==> config.mk <==
export PLATFORM = sky130hd
export DESIGN_NAME = angle_sweep
export DESIGN_NICKNAME = d
export VERILOG_FILES = /design/src/rtl/angle_pkg.sv /design/src/rtl/argmax_tracker.sv /design/src/rtl/angle_sweep.sv
export SDC_FILE = /design/constraint.sdc
export NUM_CORES = 1
export LEC_CHECK = 0
export CAP_MARGIN = 10
export CORE_MARGIN = 2
export CORE_UTILIZATION = 55
export DETAILED_ROUTE_END_ITERATION = 16
export HOLD_SLACK_MARGIN = 0.05
export PLACE_DENSITY = 0.87
export SYNTH_ARGS = -nofsm -noshare
export SYNTH_HDL_FRONTEND = slang
export SYNTH_SLANG_ARGS = --single-unit
==> constraint.sdc <==
create_clock -name clk -period 2.9 [get_ports clk]
set_input_delay 0.435 -clock clk [delete_from_list [all_inputs] [get_ports clk]]
set_output_delay 0.435 -clock clk [all_outputs]
set_load 0.02 [all_outputs]
==> src/rtl/angle_pkg.sv <==
// Shared angle type, sweep state encoding and default sweep range for the
// beam-steering sweep, the angle display and the beamformer.
package angle_pkg;

  localparam int unsigned ANG_W = 8;

  typedef logic signed [ANG_W-1:0] angle_t;

  typedef enum logic [1:0] {
    S_IDLE = 2'd0,
    S_REQ  = 2'd1,
    S_NEXT = 2'd2,
    S_DONE = 2'd3
  } sweep_state_e;

  localparam int ANG_MIN_DEF  = -90;
  localparam int ANG_MAX_DEF  = 90;
  localparam int ANG_STEP_DEF = 5;

  // True when an angle fits the signed 8-bit steering range.
  function automatic bit ang_in_range(input int a);
    return (a >= -128) && (a <= 127);
  endfunction

endpackage

==> src/rtl/argmax_tracker.sv <==
// Tracks the angle with the largest power seen since the last clear.
// Ties keep the earlier angle; the first load after a clear always wins.
module argmax_tracker
  import angle_pkg::*;
#(
  parameter int unsigned PWR_W = 32
) (
  input  logic             clk,
  input  logic             reset_n,
  input  logic             clear_i,
  input  logic             load_i,
  input  logic [PWR_W-1:0] power_i,
  input  angle_t           ang_i,
  output angle_t           best_ang_c
);

  logic             first_q,    first_d;
  logic [PWR_W-1:0] best_pwr_q, best_pwr_d;
  angle_t           best_ang_q, best_ang_d;
  logic             take_c;

  // Strict unsigned compare so an equal power never displaces an earlier angle.
  always_comb begin
    take_c     = first_q || (power_i > best_pwr_q);
    first_d    = first_q;
    best_pwr_d = best_pwr_q;
    best_ang_d = best_ang_q;
    if (clear_i) begin
      first_d    = 1'b1;
      best_pwr_d = '0;
      best_ang_d = '0;
    end else if (load_i) begin
      first_d = 1'b0;
      if (take_c) begin
        best_pwr_d = power_i;
        best_ang_d = ang_i;
      end
    end
  end

  // Updated best angle, visible in the same cycle as the load.
  assign best_ang_c = (load_i && take_c) ? ang_i : best_ang_q;

  always_ff @(posedge clk or negedge reset_n) begin
    if (!reset_n) begin
      first_q    <= 1'b0;
      best_pwr_q <= '0;
      best_ang_q <= '0;
    end else begin
      first_q    <= first_d;
      best_pwr_q <= best_pwr_d;
      best_ang_q <= best_ang_d;
    end
  end

endmodule

==> src/rtl/angle_sweep.sv <==
// Beam-steering sweep controller: steps the steering angle across the range,
// requests one power measurement per angle and reports the loudest angle.
module angle_sweep
  import angle_pkg::*;
#(
  parameter int          ANG_MIN  = ANG_MIN_DEF,
  parameter int          ANG_MAX  = ANG_MAX_DEF,
  parameter int          ANG_STEP = ANG_STEP_DEF,
  parameter int unsigned PWR_W    = 32
) (
  input  logic             clk,
  input  logic             reset_n,
  input  logic             start,
  output logic signed [7:0] steer_angle,
  output logic             steer_req,
  input  logic             steer_ack,
  input  logic [PWR_W-1:0] power,
  output logic signed [7:0] angle,
  output logic             wbdone,
  output logic             busy
);

  localparam int     STEP_SAFE = (ANG_STEP > 0) ? ANG_STEP : 1;
  localparam angle_t MIN_A     = angle_t'(ANG_MIN);
  localparam angle_t MAX_A     = angle_t'(ANG_MAX);
  localparam angle_t STEP_A    = angle_t'(STEP_SAFE);

  // Reject parameter sets the 8-bit angle counter cannot walk exactly.
  if (!(ang_in_range(ANG_MIN) && ang_in_range(ANG_MAX) && (ANG_STEP > 0) &&
        ang_in_range(ANG_STEP) && (ANG_MAX >= ANG_MIN) &&
        (((ANG_MAX - ANG_MIN) % STEP_SAFE) == 0))) begin : g_param_check
    $error("angle_sweep: illegal ANG_MIN/ANG_MAX/ANG_STEP combination");
  end

  sweep_state_e state_q, state_d;
  angle_t       steer_angle_q, steer_angle_d;
  angle_t       angle_q, angle_d;
  logic         steer_req_q, wbdone_q, busy_q;
  logic         clear_c, load_c;
  angle_t       best_ang_c;

  argmax_tracker #(
    .PWR_W (PWR_W)
  ) u_argmax (
    .clk        (clk),
    .reset_n    (reset_n),
    .clear_i    (clear_c),
    .load_i     (load_c),
    .power_i    (power),
    .ang_i      (steer_angle_q),
    .best_ang_c (best_ang_c)
  );

  // Next-state, angle counter and result capture.
  always_comb begin
    state_d       = state_q;
    steer_angle_d = steer_angle_q;
    angle_d       = angle_q;
    clear_c       = 1'b0;
    load_c        = 1'b0;
    unique case (state_q)
      S_IDLE: begin
        if (start) begin
          steer_angle_d = MIN_A;
          clear_c       = 1'b1;
          state_d       = S_REQ;
        end
      end
      S_REQ: begin
        if (steer_ack) begin
          load_c = 1'b1;
          if (steer_angle_q == MAX_A) begin
            angle_d = best_ang_c;
            state_d = S_DONE;
          end else begin
            state_d = S_NEXT;
          end
        end
      end
      S_NEXT: begin
        steer_angle_d = steer_angle_q + STEP_A;
        state_d       = S_REQ;
      end
      S_DONE: begin
        state_d = S_IDLE;
      end
      default: begin
        state_d = S_IDLE;
      end
    endcase
  end

  // Outputs are registered from the next state so they align with it.
  always_ff @(posedge clk or negedge reset_n) begin
    if (!reset_n) begin
      state_q       <= S_IDLE;
      steer_angle_q <= '0;
      angle_q       <= '0;
      steer_req_q   <= 1'b0;
      wbdone_q      <= 1'b0;
      busy_q        <= 1'b0;
    end else begin
      state_q       <= state_d;
      steer_angle_q <= steer_angle_d;
      angle_q       <= angle_d;
      steer_req_q   <= (state_d == S_REQ);
      wbdone_q      <= (state_d == S_DONE);
      busy_q        <= (state_d != S_IDLE);
    end
  end

  assign steer_angle = steer_angle_q;
  assign steer_req   = steer_req_q;
  assign angle       = angle_q;
  assign wbdone      = wbdone_q;
  assign busy        = busy_q;

endmodule
==> results.cfg <==
[status]
outcome = complete, no violations

[power]
p_total_mw = 3.62
vdd_drop_max_uv = 625
pwr_density_cell_mw_per_mm2 = 801
leakage_nw = 2.44

[drt]
routed_via_density = 5.57
num_vias = 3027
drtIter0Drc = 212
firstDrtPassIters = 4
antenna_left = 0
wl_um = 8430
wl_per_cell_um = 15.5
drc = 0

[synthesis]
synth_common_cells = inv_1 (72), nand2_1 (66), dfrtp_1 (62)
yosysTopAreaCell = dfrtp_1
synth_nets = 467
synth-main-ff-cell = dfrtp_1
synth-warning-count = 0
synth_async_sr_flop_share = 1.00
synth.most_common_cell = inv_1
syn-cell-area_mm2 = 0.00370
synth_top_cell_area_share = 0.419
yosysUniqueCellTypes = 40
syn_avg_cell_area_um2 = 9.32
ys_ff_latch = 62
synth_seq_area_share = 0.419
synth.area.top_cells = dfrtp_1 (42%), mux2i_1 (12%), ha_1 (11%)
synth_cells = 397
synth_edf_count = 0

[worst_setup_path]
crit_fanout = 23
cp-start-kind = primary input
crit_family = simple AND/OR/NAND/NOR gates
worstPathRequired_ps = 3170
crit_path_max_incr_delay_ps = 700
slowest_stage = or4_2
arrival_ps = 3020
cp-end-kind = register
crit_chain = clkdlybuf4s50_1 > ha_1 > nand4_2 > or4_2 > nand3b_1 > nand2_1 > o21a_2 > buf_12 > mux2i_1
worst-path-buf-inv = 2
worstSetupPathType = primary input to register

[job]
cap_violations = 0

[cts]
clock_path_buffers = 2
cts-buffers-inserted = 9
holdBufCountCts = 0
ctsResizeCount = 0
htree_num_levels = 3
clk_latency_ps = 360
clk_pin_slew_ps = 80
cts_tree = built
cts_root_buf = clkbuf_8
clock-sinks = 62
postCtsSetupBuffers = 0

[sta]
finalSetupViolCount = 0
finalHoldViolCount = 0
min_period_ps = 2750
rsz0062_at_grt = false
finalMaxSlewViolations = 0
fmax_mhz = 363
setup_tns_ps = 0
slew_headroom = 0.407
finalCritPeriodShare = 0.949
tightest_slew_ps = 886
fin_skew_ps = 16.3

[place]
routabilityCongestion = 0.815
placed_cell_area_mm2 = 0.00429
port_buffers = 54
dpl.hpwl_um = 5960

[floorplan]
rows = 29
fp.coreArea_mm2 = 0.00642
die_area_mm2 = 0.00740
ios = 55
die_w_um = 86.0
die_height_um = 86.0
start_util = 0.576

[final_layout]
fin_nets = 531
syn_to_final_growth_pct = 22.0
drive_gt1_frac = 0.0730
num_antenna_cells = 0
finalInstanceArea_mm2 = 0.00452

[hold_path]
min_path_type = primary input to async pin

[global_route]
grt_pass1_wl_um = 14500
grt_start_max_net_pins = 47
gr-total-overflow = 0
grt_pass1_vias = 3167
grt_use_total = 0.252
grt_antenna_before_repair = 0
-- routing by layer --
metal,GRT usage,up-vias,part of all wire
met5,0,-,0
met4,0.0952,0,0.016
met3,0.0452,15,0.044
met2,0.430,79,0.51
met1,0.319,1490,0.43
li1,-,1443,-
-- cell usage in the layout, fill, tap and decap left out, types with 8 or more instances in the layout --
cell             count
clkbuf_8             9
o21ai_0             17
inv_1               72
nand2_1             66
a21oi_1             21
ha_1                34
buf_4                9
mux2i_1             43
clkdlybuf4s50_1     53
nor2_1              14
dfrtp_1             62
nand4_1              8
-- where the power goes --
part	total [mW]	leakage, nW	switching [mW]	internal (mW)
Clock	0.864	0.109	0.378	0.486
Sequential	1.34	0.795	0.206	1.13
Combinational	1.41	1.53	0.775	0.638
-- per-stage QoR --
step | utilization | std cells | hold WS (ps) | setup WS (ps)
3_5_place_dp | 0.669 | 527 | 495 | -204
5_1_grt | 0.703 | 543 | 152 | 22.6
2_1_floorplan | - | 397 | 139 | 431
6_report | 0.703 | 543 | 102 | 148
4_1_cts | 0.703 | 543 | 120 | 145
3_3_place_gp | 0.669 | 527 | 477 | -93.7
-- sequential cells by signal, indices dropped and copies added, names as in the netlist --
signal,flops
angle,8
state_q,2
wbdone,1
steer_req,1
u_argmax.first_q,1
u_argmax.best_ang_q,8
u_argmax.best_pwr_q,32
busy,1
steer_angle,8
-- logic make-up (layout without fill, tap and decap cells) --
kind of cell             after synthesis  after routing  share of synthesized area
adder cells (fa/ha/maj)               34             34                      0.115
buffers and inverters                 84            153                      0.113
multiplexers                          43             43                      0.116
AND/OR/NAND/NOR                      121            121                      0.152
AO/OA/AOI/OAI                         53             53                     0.0845
flip-flops                            62             62                      0.419
-- path summary, 6_finish.rpt --
kind	start	end	slack [ps]	cells after the start
max	power[30]	u_argmax.best_pwr_q[6]	150	9
min	reset_n	u_argmax.best_pwr_q[26]	100	1
max reg2reg	u_argmax.best_pwr_q[31]	u_argmax.best_pwr_q[6]	290	9
min reg2reg	angle[5]	angle[5]	500	2
max in group asynchronous	reset_n	u_argmax.best_ang_q[3]	2030	2
min in group clk	angle[5]	angle[5]	500	2
-- layout make-up --
class                      count  area, um^2
fill                         464        1910
multi-input combinational    251        1730
sequential                    62        1550
timing repair buffer          65         643
inverter                      72         270
clock buffer                   9         124
clock inverter                 7        98.8
tap                           77        96.3
No activity file was read; power rests on OpenSTA's default activity.
